`config.mk`:
```
export PLATFORM = sky130hd
export DESIGN_NAME = bin_to_bcd_seq
export DESIGN_NICKNAME = d
export VERILOG_FILES = /design/src/rtl/bin_to_bcd_seq.sv
export SDC_FILE = /design/constraint.sdc
export NUM_CORES = 1
export LEC_CHECK = 0
export BUFFER_PORTS_ARGS = -buffer_cell sky130_fd_sc_hd__buf_2
export CELL_PAD_IN_SITES_DETAIL_PLACEMENT = 0
export CELL_PAD_IN_SITES_GLOBAL_PLACEMENT = 2
export CORE_AREA = 2 2 100 111
export CTS_CLUSTER_SIZE = 14
export DETAILED_ROUTE_END_ITERATION = 7
export DIE_AREA = 0 0 102 113
export PLACE_DENSITY_LB_ADDON = 0.1
export SLEW_MARGIN = 20
export SYNTH_ARGS = -nofsm -noshare
export SYNTH_HDL_FRONTEND = slang
export SYNTH_SLANG_ARGS = --single-unit
```
`constraint.sdc`:
```
create_clock -name clk -period 3.79 [get_ports clk]
set_clock_uncertainty 0.2 [all_clocks]
set_input_delay 0.379 -clock clk [delete_from_list [all_inputs] [get_ports clk]]
set_output_delay 0.379 -clock clk [all_outputs]
set_load 0.02 [all_outputs]
```
`src/rtl/bin_to_bcd_seq.sv`:
```
// Sequential binary-to-BCD converter (shift-and-add-3, one bit per clock).
// Accepts unsigned or two's-complement operands; reports sign, overflow and leading-zero mask.
module bin_to_bcd_seq #(
    parameter int BIN_W  = 16,
    parameter int DIGITS = 5
) (
    input  logic                  clk,
    input  logic                  rst_n,
    input  logic                  start,
    input  logic                  is_signed,
    input  logic [BIN_W-1:0]      bin,
    output logic                  busy,
    output logic                  done,
    output logic [4*DIGITS-1:0]   bcd,
    output logic                  neg,
    output logic                  ovf,
    output logic [DIGITS-1:0]     lz
);

    localparam int CNT_W = $clog2(BIN_W + 1);
    localparam int BCD_W = 4 * DIGITS;
    localparam logic [DIGITS-1:0] LZ_RST = ~DIGITS'(1);

    typedef enum logic {IDLE, SHIFT} state_t;

    state_t             state_q, state_d;
    logic [BIN_W-1:0]   bin_q, bin_d;
    logic [BCD_W-1:0]   scr_q, scr_d;
    logic               sticky_q, sticky_d;
    logic               sign_q, sign_d;
    logic [CNT_W-1:0]   cnt_q, cnt_d;
    logic [BCD_W-1:0]   bcd_q, bcd_d;
    logic               neg_q, neg_d;
    logic               ovf_q, ovf_d;
    logic [DIGITS-1:0]  lz_q, lz_d;
    logic               done_q, done_d;

    logic               last;
    logic [BIN_W-1:0]   mag;
    logic [BCD_W-1:0]   adj;
    logic [BCD_W-1:0]   fin;
    logic               carry;
    logic               zacc;

    always_ff @(posedge clk) begin
        if (!rst_n) begin
            state_q  <= IDLE;
            bin_q    <= '0;
            scr_q    <= '0;
            sticky_q <= 1'b0;
            sign_q   <= 1'b0;
            cnt_q    <= '0;
            bcd_q    <= '0;
            neg_q    <= 1'b0;
            ovf_q    <= 1'b0;
            lz_q     <= LZ_RST;
            done_q   <= 1'b0;
        end else begin
            state_q  <= state_d;
            bin_q    <= bin_d;
            scr_q    <= scr_d;
            sticky_q <= sticky_d;
            sign_q   <= sign_d;
            cnt_q    <= cnt_d;
            bcd_q    <= bcd_d;
            neg_q    <= neg_d;
            ovf_q    <= ovf_d;
            lz_q     <= lz_d;
            done_q   <= done_d;
        end
    end

    always_comb begin
        last    = (state_q == SHIFT) && (cnt_q == CNT_W'(1));
        state_d = state_q;
        case (state_q)
            IDLE:    if (start) state_d = SHIFT;
            SHIFT:   if (last)  state_d = IDLE;
            default: state_d = IDLE;
        endcase
    end

    always_comb begin
        // Two's-complement negate in BIN_W bits keeps -2^(BIN_W-1) exact as 2^(BIN_W-1).
        mag = bin;
        if (is_signed && bin[BIN_W-1]) mag = ~bin + BIN_W'(1);

        for (int unsigned i = 0; i < DIGITS; i++) begin
            adj[4*i +: 4] = (scr_q[4*i +: 4] > 4'd4) ? scr_q[4*i +: 4] + 4'd3 : scr_q[4*i +: 4];
        end
        {carry, fin} = {adj, bin_q[BIN_W-1]};

        zacc = 1'b1;
        lz_d = lz_q;

        bin_d    = bin_q;
        scr_d    = scr_q;
        sticky_d = sticky_q;
        sign_d   = sign_q;
        cnt_d    = cnt_q;
        bcd_d    = bcd_q;
        neg_d    = neg_q;
        ovf_d    = ovf_q;
        done_d   = 1'b0;

        if (state_q == IDLE && start) begin
            bin_d    = mag;
            scr_d    = '0;
            sticky_d = 1'b0;
            sign_d   = is_signed & bin[BIN_W-1];
            cnt_d    = CNT_W'(BIN_W);
        end else if (state_q == SHIFT) begin
            bin_d    = {bin_q[BIN_W-2:0], 1'b0};
            scr_d    = fin;
            sticky_d = sticky_q | carry;
            cnt_d    = cnt_q - CNT_W'(1);
            if (last) begin
                bcd_d  = fin;
                neg_d  = sign_q;
                ovf_d  = sticky_q | carry;
                done_d = 1'b1;
                for (int unsigned k = 0; k < DIGITS; k++) begin
                    zacc = zacc & (fin[4*(DIGITS-1-k) +: 4] == 4'd0);
                    lz_d[DIGITS-1-k] = zacc;
                end
                lz_d[0] = 1'b0;
            end
        end
    end

    always_comb begin
        busy = (state_q == SHIFT);
        done = done_q;
        bcd  = bcd_q;
        neg  = neg_q;
        ovf  = ovf_q;
        lz   = lz_q;
    end

endmodule
```
### Yosys cells after proc, flatten, opt, wreduce, memory -nomap -nowiden

Index checks and enable logic that the tools add are counted.
W data, S select, Z words.

* bits in registers: 71
* bits of input ports: 20
* output and inout bits: 29
* word-level logic and storage cells: 59

* add/sub/neg operators: 7
* magnitude comparators: 5
* eq/ne operators: 1
* mux-type cells: 14
* bitwise operators: 9
* reductions and logical operators: 11

Operators by type and width (count)
* $mux W16: 3
* $add A4 B2 Y4 const B: 5
* $gt A4 B3 Y1 const B: 5
* $mux W4: 5
* $add A16 B1 Y16 const B: 1
* $logic_not A4 Y1: 4
* $not A16 Y16: 1
* $mux W5: 2
* $eq A5 B1 Y1 const B: 1
* $sub A5 B1 Y5 const B: 1
* $and A1 B1 Y1: 4
* $logic_and A1 B1 Y1: 3
* $mux W1: 3
* $not A1 Y1: 3
* $reduce_and A3 Y1: 1
* $reduce_or A3 Y1: 1
* $pmux W1 S2: 1
* $reduce_bool A2 Y1: 1
* $reduce_or A2 Y1: 1
* $or A1 B1 Y1: 1

### Logic depth before layout (Yosys ltp)

Gate-level depths: netlist of run 1.

* word-level depth: 6
* gate-level depth with buffers: 7
* gate-level depth less buffers: 7

### Worst setup path after synthesis of run 1

OpenSTA, ideal clock, no wires.

* kind: reg2reg
* start: reg scr_q[16]
* end: reg lz_q[1] (netlist: lz[1])
* setup time: 0.084 ns
* arrival time: 1.677 ns
* data required time: 3.506 ns
* path slack: 1.829 ns
* cell stages (with the launch flop): 8
* buffers on the path: 0
* period minus slack after synthesis: 1.961 ns
* cell sequence: dfxtp_1 inv_1 ha_1 inv_1 a21oi_2 xnor2_1 or4_4 o31ai_2

* word-level cells in the longest chain between the ends: 6
* elaborated cells between the ends (all ways): 7
* those cells by class: 1 x add/sub; 1 x order compare; 1 x mux; 3 x bitwise; 1 x reduce/logical

RTL lines
* start: declaration: RTL line 28 `logic [BCD_W-1:0] scr_q, scr_d;`
* start signal: assignment: RTL line 61 `scr_q <= scr_d;`
* $add A4 B2 Y4 / $gt A4 B3 Y1 (equally long branches): RTL line 89 `adj[4*i +: 4] = (scr_q[4*i +: 4] > 4'd4) ? scr_q[4*i +: 4] + 4'd3 : scr_q[4*i +: 4];`
* $mux W4 (*): RTL line 89
* $logic_not A4 Y1 (*): RTL line 123 `zacc = zacc & (fin[4*(DIGITS-1-k) +: 4] == 4'd0);`
* $and A1 B1 Y1 (*) (3 in a row): RTL line 123
* end signal: assignment: RTL line 68 `lz_q <= lz_d;`
* end: declaration: RTL line 35 `logic [DIGITS-1:0] lz_q, lz_d;`

Every way passes the cells marked *; elsewhere a longest branch is shown, timed or not.
A chain may end at the register's enable or synchronous reset.

### Worst setup path in the final report of run 1

* start: reg state_q (netlist: busy)
* end: reg bcd_q[8] (netlist: bcd[8])

* word-level cells in the longest chain between the ends: 4
* elaborated cells between the ends (all ways): 5
* those cells by class: 2 x bitwise; 3 x reduce/logical

RTL lines
* start: declaration: RTL line 26 `state_t state_q, state_d;`
* start signal: assignment: RTL line 59 `state_q <= state_d;`
* $not A1 Y1 (no line)
* $logic_and A1 B1 Y1: RTL line 106 `if (state_q == IDLE && start) begin`
* $not A1 Y1 (no line)
* $reduce_and A3 Y1 (no line) (*)
* end signal: assignment: RTL line 53 `bcd_q <= '0;`
* end signal: assignment: RTL line 65 `bcd_q <= bcd_d;`
* end: declaration: RTL line 32 `logic [BCD_W-1:0] bcd_q, bcd_d;`

Marked as above.

==> summary.txt, run 1 <==
Worst hold path
  – Worst hold path class: input pin to flip-flop
  – Worst Hold Launch: bin[15]

Timing
  – Final worst slack: 1.600 ns
  – Top achievable clock speed: 456.5 MHz
  – Hold slack final: 0.1456 ns
  – RSZ-0062 raised after global routing: no
  – Period minus WS final: 2.190 ns
  – Tcrit/Tclk final: 57.80%
  – Fin. Hold Viols: 0
  – Slew margin rel.: 46.55%
  – Setup TNS: 0 ns
  – Final setup violation count: 0
  – Worst-Margin Slew: 0.7998 ns
  – Final Max Slew Viols: 0

Route
  – DR iter-0 viols: 96
  – WL met2: 3924 um
  – Via density: 4.798
  – Drt wl/cell: 13.08 um
  – Number of routed nets with antenna violations: 0
  – DR WL met3: roughly 270 um
  – DR vias: 2951
  – DR DRC count: 0
  – Wirelength, routed: between 8000 and 9000 um
  – Pre-Repair DR Iteration Count: 5
  – Top Metal Used: met4
  – Met1 WL: 3762 um

Logic synthesis
  – Share of the yosys chip area belonging to registers: 39.86%
  – Primary FF master, synth: dfxtp_1
  – Mean Syn Cell Area: 8.312 um2
  – Post-synth EDFFs: 0
  – Syn_nets: approximately 460
  – Post-synthesis cell count: 429
  – Library cells used by synthesis: 54
  – Post-synth ARST share: 0%
  – Yosys reg bits: 71
  – Synth Cell Area: 0.003566 mm2
  – Syn. warnings: 0

Worst setup path
  – Startpoint types: flip-flop
  – Critical Path Sink Type: flip-flop
  – Worst-path maximum fanout: 34
  – Critical Path RT: 3.83 ns
  – R2r startpoint: busy
  – Crit Path Class: flip-flop to flip-flop
  – Worst Path Arrival: 2.23 ns
  – Critical Path Start: busy

Clocking
  – Clock Tree Buf Depth: 2
  – Skew-Pair Late Insertion Delay: about 0.33 ns
  – CTS sink cnt: 71
  – Hold Buf Count CTS: 0
  – Clock Root Buffer: clkbuf_16
  – CTS tree: done
  – Post_cts resized: 0
  – CTS H-Tree Depth: 3
  – Worst-path clk slew: 0.06 ns
  – Inserted Clock Buffers: 9
  – Setup bufs post-CTS: 0

Layout
  – Fraction of layout cells with a size suffix above 1: 15.68%
  – Layout area overhead: 17.47%
  – Layout fillers: 1086
  – Layout Nets: 501
  – N_diodes: 0

Placement
  – Place WS: 1.461 ns
  – Port Buffer Count: between 40 and 50
  – HPWL after detailed placement: between 5000 and 6000 um
  – Final Wtd Congestion: 0.7104

Floorplanning
  – Core area: between 0.01 and 0.015 mm2
  – Initial core utilization: 34.47%
  – I/O pin count: 49
  – Die width: 102 um
  – Num rows: 39
  – Die height: around 110 um
  – Die ar.: about 0.012 mm2

Global route
  – Vias in the first global route: approximately 2.8k
  – Tot GR Track Use: 14.97%
  – Global-route wire length before repair: 13590 um
  – Largest net degree at the start of global routing: 36
  – Initial antenna violation count: 0
  – Global-route congestion overflow total: 0

Pwr
  – Power per cell area: 429.1 mW/mm2
  – Peak VDD IR: roughly 190 uV
  – Leakage power: roughly 1.7 nW

Job
  – Max Cap Violations: 0

Outcome
  – Status: finished, final reports clean
through the flow:
stage	utilization (%)	total power, mW	std cells	area, um2
2_1_floorplan	-	0.9651	429	3566
3_3_place_gp	37.81	1.023	600	3911
3_5_place_dp	37.81	1.025	600	3911
4_1_cts	40.49	1.829	615	4189
5_1_grt	40.49	1.891	615	4189
6_report	40.49	1.797	615	4189
worst paths after layout:
| path | to | slack, ns | cells after the start |
|---|---|---|---|
| worst max register to register | bcd[8] | 1.60 | 5 |
| worst max-delay path | bcd[8] | 1.60 | 5 |
| worst min-delay path | bin_q[15] | 0.15 | 3 |
| worst min register to register | bcd[17] | 0.25 | 2 |
flip-flops by register name, summed over array words and instances, names as in the netlist:
signal,flops
neg,1
done,1
bin_q,16
scr_q,20
sign_q,1
cnt_q,5
busy,1
ovf,1
bcd,20
lz,4
sticky_q,1
worst max-delay path, cell delays in order (launching register included):
cell and delay (ns):
dfxtp_2 0.32, buf_4 0.37, and4b_1 0.60, buf_4 0.33
nor2_1 0.06, a211oi_1 0.19
layer usage:
metal	global-route usage [%]	vias to the layer above
li1	-	1566
met1	18.01	1328
met2	25.39	50
met3	3.953	7
met4	5.600	0
met5	0	-
where the power goes:
part	switching, mW	total (mW)	internal (mW)
Sequential	0.0210	0.797	0.776
Clock	0.298	0.792	0.494
Combinational	0.124	0.209	0.0849
kinds of logic after synthesis:
group / Yosys count / share of synthesized area, %
compound gates: 104 / 18.21
xor+xnor: 21 / 5.158
fa+ha+maj: 13 / 4.562
buf+inv: 47 / 5.544
flops: 71 / 39.86
mux: 24 / 6.737
other cells: 1 / 0.1052
simple gates: 148 / 19.82
cells in the mapped netlist (2+ instances only):
master | number | area share [%]
or3_1 | 2 | 0.35
xor2_1 | 6 | 1.5
o21ai_0 | 19 | 2.7
nor3_1 | 8 | 1.1
xnor2_1 | 15 | 3.7
nand3_1 | 4 | 0.56
nor2b_1 | 4 | 0.70
clkbuf_1 | 17 | 1.8
o22ai_1 | 5 | 0.88
dfxtp_1 | 71 | 40
buf_1 | 5 | 0.53
o21a_1 | 3 | 0.63
nor3b_1 | 9 | 1.9
inv_1 | 22 | 2.3
and2_1 | 3 | 0.53
a311oi_1 | 2 | 0.49
nor2_1 | 64 | 6.7
ha_1 | 13 | 4.6
mux2i_1 | 24 | 6.7
nand2_1 | 36 | 3.8
a211oi_1 | 17 | 3.6
nand3b_1 | 2 | 0.42
nor4_1 | 2 | 0.35
a31oi_1 | 3 | 0.53
nand2b_1 | 5 | 0.88
a21oi_1 | 40 | 5.6
cells in the final DEF (no fill, tap or decap), types with 8 or more instances in the layout:
| cell | Yosys | routed |
|---|---|---|
| dfxtp_1 | 71 | 70 |
| o21ai_0 | 19 | 19 |
| buf_2 | 0 | 47 |
| a21oi_1 | 40 | 40 |
| nand2_1 | 36 | 36 |
| nor2_1 | 64 | 64 |
| mux2i_1 | 24 | 24 |
| xnor2_1 | 15 | 15 |
| clkbuf_16 | 0 | 9 |
| inv_1 | 22 | 22 |
| nor3_1 | 8 | 8 |
| a211oi_1 | 17 | 17 |
| nor3b_1 | 9 | 9 |
| ha_1 | 13 | 13 |
layout make-up:
cell class | count | area [um2] | share of cell area [%]
Sequential cell | 71 | 1423 | 33.96
Multi-Input combinational cell | 311 | 1947 | 46.48
Inverter | 22 | 82.58 | 1.971
Timing Repair Buffer | 53 | 280.3 | 6.691
Clock buffer | 15 | 277.8 | 6.631
Tap cell | 143 | 178.9 | 4.271
Power figures use the tool's default switching activity.
==> run 2, diff against run 1 <==
--- a/config.mk
+++ b/config.mk
@@ -8,10 +8,10 @@
 export BUFFER_PORTS_ARGS = -buffer_cell sky130_fd_sc_hd__buf_2
 export CELL_PAD_IN_SITES_DETAIL_PLACEMENT = 0
 export CELL_PAD_IN_SITES_GLOBAL_PLACEMENT = 2
-export CORE_AREA = 2 2 100 111
+export CORE_AREA = 2 2 106 118
 export CTS_CLUSTER_SIZE = 14
 export DETAILED_ROUTE_END_ITERATION = 7
-export DIE_AREA = 0 0 102 113
+export DIE_AREA = 0 0 108 120
 export PLACE_DENSITY_LB_ADDON = 0.1
 export SLEW_MARGIN = 20
 export SYNTH_ARGS = -nofsm -noshare
==> constraint.sdc (replaced) <==
create_clock -name clk -period 2 [get_ports clk]
set_clock_uncertainty 0.2 [all_clocks]
set_input_delay 0.2 -clock clk [delete_from_list [all_inputs] [get_ports clk]]
set_output_delay 0.2 -clock clk [all_outputs]
set_load 0.02 [all_outputs]
==> run 2 against run 1 <==
Net effect:
- power is 89% higher
- cell area rose by 6.8%
- register-to-register slack worse by 1.5 ns
- critical path type unchanged
==> summary.txt, run 2 (synthesis results as in run 1) <==
Global route
  – Global-route wire length before repair: 14260 um
  – Initial antenna violation count: 0
  – Tot GR Track Use: 14.08%
  – Vias in the first global route: 2986
  – Largest net degree at the start of global routing: 42
  – Global-route congestion overflow total: 0

Clocking
  – Skew-Pair Late Insertion Delay: 0.33 ns
  – Inserted Clock Buffers: 9
  – Clock Root Buffer: clkbuf_16
  – Worst-path clk slew: 0.05 ns
  – CTS sink cnt: 71
  – CTS H-Tree Depth: 3
  – Clock Tree Buf Depth: 2
  – Setup bufs post-CTS: 0
  – CTS tree: done

Route
  – Wirelength, routed: 8511 um
  – DR vias: 3093
  – Drt wl/cell: 13.03 um
  – DR DRC count: 0
  – Number of routed nets with antenna violations: 0
  – DR iter-0 viols: 78
  – Via density: 4.737
  – Pre-Repair DR Iteration Count: 5

Floorplanning
  – Die height: ~120 um
  – I/O pin count: 49
  – Die ar.: 0.01296 mm2
  – Die width: 108 um
  – Initial core utilization: 30.16%
  – Core area: roughly 0.012 mm2
  – Num rows: 42

Worst setup path
  – Startpoint types: flip-flop
  – CP peak stage delay: 0.55 ns
  – Worst-path maximum fanout: 4
  – Critical Path Sink Type: flip-flop
  – Crit Path Class: flip-flop to flip-flop
  – Reg2Reg Depth: 7
  – CP Cell Sequence: inv_1 -> buf_4 -> ha_1 -> o21ai_2 -> nand3_1 -> or4_4 -> o31ai_2
  – Critical Path RT: 2.05 ns
  – Slowest cell on crit path: or4_4
  – Worst Path Arrival: ~2.0 ns

Placement
  – Final Wtd Congestion: 0.8262
  – Post-DP Area: 0.004075 mm2
  – HPWL after detailed placement: 6055 um
  – Port Buffer Count: between 40 and 50
  – Place WS: -0.04383 ns

Timing
  – Final worst slack: 0.05013 ns
  – Hold slack final: 0.02455 ns
  – RSZ-0062 raised after global routing: yes
  – Period minus WS final: 1.950 ns
  – Top achievable clock speed: about 500 MHz
  – Final setup violation count: 0
  – Final Max Slew Viols: 0
  – Tcrit/Tclk final: 97.49%
  – Fin. Hold Viols: 0

Job
  – Max Cap Violations: 0

Pwr
  – Peak VDD IR: around 360 uV
  – Leakage power: 1.842 nW
  – Power per cell area: 760.8 mW/mm2
  – Total power: 3.404 mW

Outcome
  – Status: finished, final reports clean

Worst hold path
  – Hold path depth: 3
  – Worst hold path class: input pin to flip-flop

Layout
  – Layout Nets: around 530
  – Most common cell after layout, fill and taps aside: dfxtp_1
  – Layout area overhead: 25.47%
  – N_diodes: 0
  – Commonest non-fill, non-tap cells in the layout: dfxtp_1 (67), nor2_1 (64), buf_2 (47)
  – Fraction of layout cells with a size suffix above 1: roughly 22%
  – Post-route cell area: roughly 0.0045 mm2
## run 2: changes by cell type in the layout (fill, tap and decap cells not counted), moves of 3 or more
cell and change:
clkinv_2 +3, o21ai_0 -3, buf_4 +19, dlygate4sd3_1 +7
dfxtp_2 +3, dfxtp_1 -3, ha_1 -3
## run 2: routing by layer
| metal | up-vias | track usage (%) | share of wire [%] |
|---|---|---|---|
| li1 | 1616 | - | - |
| met1 | 1424 | 16.69 | 45 |
| met2 | 51 | 23.90 | 51 |
| met3 | 2 | 3.694 | 3.3 |
| met5 | - | 0 | 0 |
| met4 | 0 | 5.849 | 0.72 |
## run 2: final cells by class
class                      count  area (um2)
tap                          154       192.7
inverter                      22       82.58
timing repair buffer          80       504.2
clock inverter                 4       22.52
fill                        1240        7350
clock buffer                  11       242.7
multi-input combinational    311        2003
sequential                    71        1426
## run 2: worst paths after layout
path	startpoint	to	slack, ns
min reg2reg	neg	neg	0.25
max reg2reg	scr_q[16]	lz[1]	0.05
min	bin[10]	bin_q[10]	0.02
max	scr_q[16]	lz[1]	0.05
## run 2: power breakdown
group,switching [mW],leakage (nW),internal [mW]
registers,0.0353,0.579,1.47
logic,0.254,1.13,0.199
clock network,0.585,0.131,0.859
total,0.875,1.84,2.53
## run 2: worst max-delay path, delay by kind of cell, from the launching register on
kind,cells,cell delay (ns)
and+or+nand+nor,2,0.64
DFF,1,0.32
AOI/OAI and AO/OA,2,0.32
adders and majority gates,1,0.21
buffers and inverters,2,0.17
## run 2: stage by stage
| stage | util, % | setup TNS (ns) | cells |
|---|---|---|---|
| 6_report | 37.84 | 0 | 653 |
| 4_1_cts | 37.39 | 0 | 653 |
| 3_5_place_dp | 34.47 | -0.04383 | 631 |
| 5_1_grt | 37.84 | -0.07500 | 653 |
| 2_1_floorplan | - | 0 | 429 |
| 3_3_place_gp | 34.47 | 0 | 631 |
## run 2: what timing repair did
item,4_1_cts,5_1_grt
endpoints found under the hold margin,8,0
hold buffers,7,0
endpoints found under the setup margin,1,6
resized for setup,6,15
pin swaps,4,3
==> run 3, diff against run 2 <==
--- a/config.mk
+++ b/config.mk
@@ -8,12 +8,12 @@
 export BUFFER_PORTS_ARGS = -buffer_cell sky130_fd_sc_hd__buf_2
 export CELL_PAD_IN_SITES_DETAIL_PLACEMENT = 0
 export CELL_PAD_IN_SITES_GLOBAL_PLACEMENT = 2
-export CORE_AREA = 2 2 106 118
+export CORE_AREA = 2 2 101 113
 export CTS_CLUSTER_SIZE = 14
 export DETAILED_ROUTE_END_ITERATION = 7
-export DIE_AREA = 0 0 108 120
+export DIE_AREA = 0 0 103 115
 export PLACE_DENSITY_LB_ADDON = 0.1
-export SLEW_MARGIN = 20
+export SLEW_MARGIN = 10
 export SYNTH_ARGS = -nofsm -noshare
 export SYNTH_HDL_FRONTEND = slang
 export SYNTH_SLANG_ARGS = --single-unit
==> constraint.sdc (replaced) <==
create_clock -name clk -period 2.08 [get_ports clk]
set_clock_uncertainty 0.2 [all_clocks]
set_input_delay 0.208 -clock clk [delete_from_list [all_inputs] [get_ports clk]]
set_output_delay 0.208 -clock clk [all_outputs]
set_load 0.02 [all_outputs]
==> run 3 against run 2 <==
Net effect:
- non-clock buffer count shrank 3
- register-to-register slack better by 0.04 ns
- maximum frequency is 1.8% lower
- clock power about the same
- cell area down 0.73%
- sequential power down 4%
- die area down 8.6%
- first-iteration DRC count is 2.6% lower
- routed wire length down 4.6%
- combinational power shrank 6.8%
- critical path depth unchanged
- global-route usage increased by 0.64 points
- critical endpoint unchanged
==> summary.txt, run 3 (synthesis results as in run 1) <==
Route
  – Number of routed nets with antenna violations: 0
  – DR iter-0 viols: 76
  – Drt wl/cell: ~13 um
  – Wirelength, routed: around 8100 um
  – Pre-Repair DR Iteration Count: 4
  – DR vias: 3045
  – Via density: 4.728
  – DR DRC count: 0

Worst hold path
  – Hold path depth: 3
  – Worst Hold Launch: bin[10]
  – Worst hold path class: input pin to flip-flop
  – Worst Hold Path EP: bin_q[10]

Timing
  – Setup TNS: 0 ns
  – Top achievable clock speed: 503.6 MHz
  – Final setup violation count: 0
  – Final worst slack: 0.09426 ns
  – Hold slack final: 0.01373 ns
  – Period minus WS final: slightly below 2 ns
  – Final Max Slew Viols: 0
  – Fin. Hold Viols: 0
  – Tcrit/Tclk final: 95.47%

Layout
  – Sequential Area: 0.001425 mm2
  – Post-route cell area: 0.004442 mm2
  – Finished Layout Cells: 644
  – Area of the multi-input gates: 0.001988 mm2
  – Most common cell after layout, fill and taps aside: dfxtp_1
  – Layout fillers: 1149
  – Layout area overhead: 24.56%
  – Fin util: 41.47%
  – Fraction of layout cells with a size suffix above 1: 20.93%
  – Commonest non-fill, non-tap cells in the layout: dfxtp_1 (68), nor2_1 (64), buf_2 (47)
  – Layout Nets: between 500 and 600
  – N_diodes: 0

Global route
  – Tot GR Track Use: 14.72%
  – Initial antenna violation count: 0
  – Largest net degree at the start of global routing: 30
  – Global-route wire length before repair: about 13000 um
  – Vias in the first global route: 2882
  – Global-route congestion overflow total: 0

Worst setup path
  – R2r setup slk: 0.09 ns
  – Critical Path RT: 2.13 ns
  – Reg2Reg Depth: 7
  – Worst Path Arrival: 2.04 ns
  – R2R Path End: lz[1]
  – Worst-path maximum fanout: 4
  – Critical Path Sink Type: flip-flop
  – R2r startpoint: scr_q[12]
  – Crit Path Class: flip-flop to flip-flop
  – Startpoint types: flip-flop

Floorplanning
  – Die height: roughly 120 um
  – Die width: 103 um
  – Num rows: 40
  – Initial core utilization: 33.29%
  – Die ar.: 0.01185 mm2
  – Core area: approximately 0.011 mm2
  – I/O pin count: 49

Clocking
  – Clock Root Buffer: clkbuf_16
  – CTS sink cnt: just over 70
  – Worst-path clk slew: 0.05 ns
  – CTS H-Tree Depth: 3
  – CTS tree: done
  – Inserted Clock Buffers: 9
  – Clock Tree Buf Depth: 2
  – Skew-Pair Late Insertion Delay: 0.34 ns

Placement
  – Place WS: between 0.01 and 0.015 ns
  – Placed insts: 618
  – Post-DP Area: 0.004034 mm2
  – Port Buffer Count: 47
  – Final Wtd Congestion: 0.8014
  – HPWL after detailed placement: 5773 um

Outcome
  – Status: finished, final reports clean

Pwr
  – Power per cell area: 739.5 mW/mm2
  – Total power: roughly 3.3 mW
  – Leakage power: roughly 1.8 nW
  – Peak VDD IR: 289.5 uV

Job
  – Max Cap Violations: 0
[run 3: power by group]
part	switching, mW	internal, mW	leakage (nW)
Clock	0.537	0.874	0.131
Combinational	0.236	0.186	1.11
Sequential	0.0364	1.42	0.578
Total	0.809	2.48	1.82
[run 3: worst max-delay path by stage]
stage / from / to / slack (ns) / cells after the start
detailed placement: scr_q[8] / lz[1] / 0.01 / 7
CTS: scr_q[8] / lz[1] / 0.003 / 7
global route: scr_q[12] / lz[1] / -0.02 / 7
global placement: scr_q[8] / lz[1] / 0.09 / 7
finish: scr_q[12] / lz[1] / 0.09 / 7
floorplan: scr_q[16] / lz[1] / 0.12 / 7
[run 3: timing repair]
action / in CTS / in global routing
hold buffers: 7 / 0
gates resized for setup: 0 / 20
setup buffers: 0 / 3
endpoints found under the hold margin: 9 / 0
endpoints found under the setup margin: 0 / 2
[run 3: layout make-up]
class                      instances  area share (%)
sequential                        71           32.08
multi-input combinational        311           44.76
tap                              147           4.141
clock buffer                      16           6.113
timing repair buffer              77           11.04
inverter                          22           1.859
[run 3: worst max-delay path, cell delays in order (launching register included)]
cell and delay [ns]:
dfxtp_2 0.33, inv_1 0.09, ha_2 0.20, nor2_1 0.05, mux2i_2 0.22, nand3_1 0.11
or4_4 0.46, o31ai_2 0.24
[run 3: per-layer routing]
layer  part of all wire [%]  up-vias  wire [um]  track usage, %
li1                       -     1611          -               -
met1                     47     1369       3787           17.36
met2                     47       55       3789           24.55
met3                    4.5       10        363           3.647
met4                    2.2        0        180           7.632
met5                      0        -          0               0
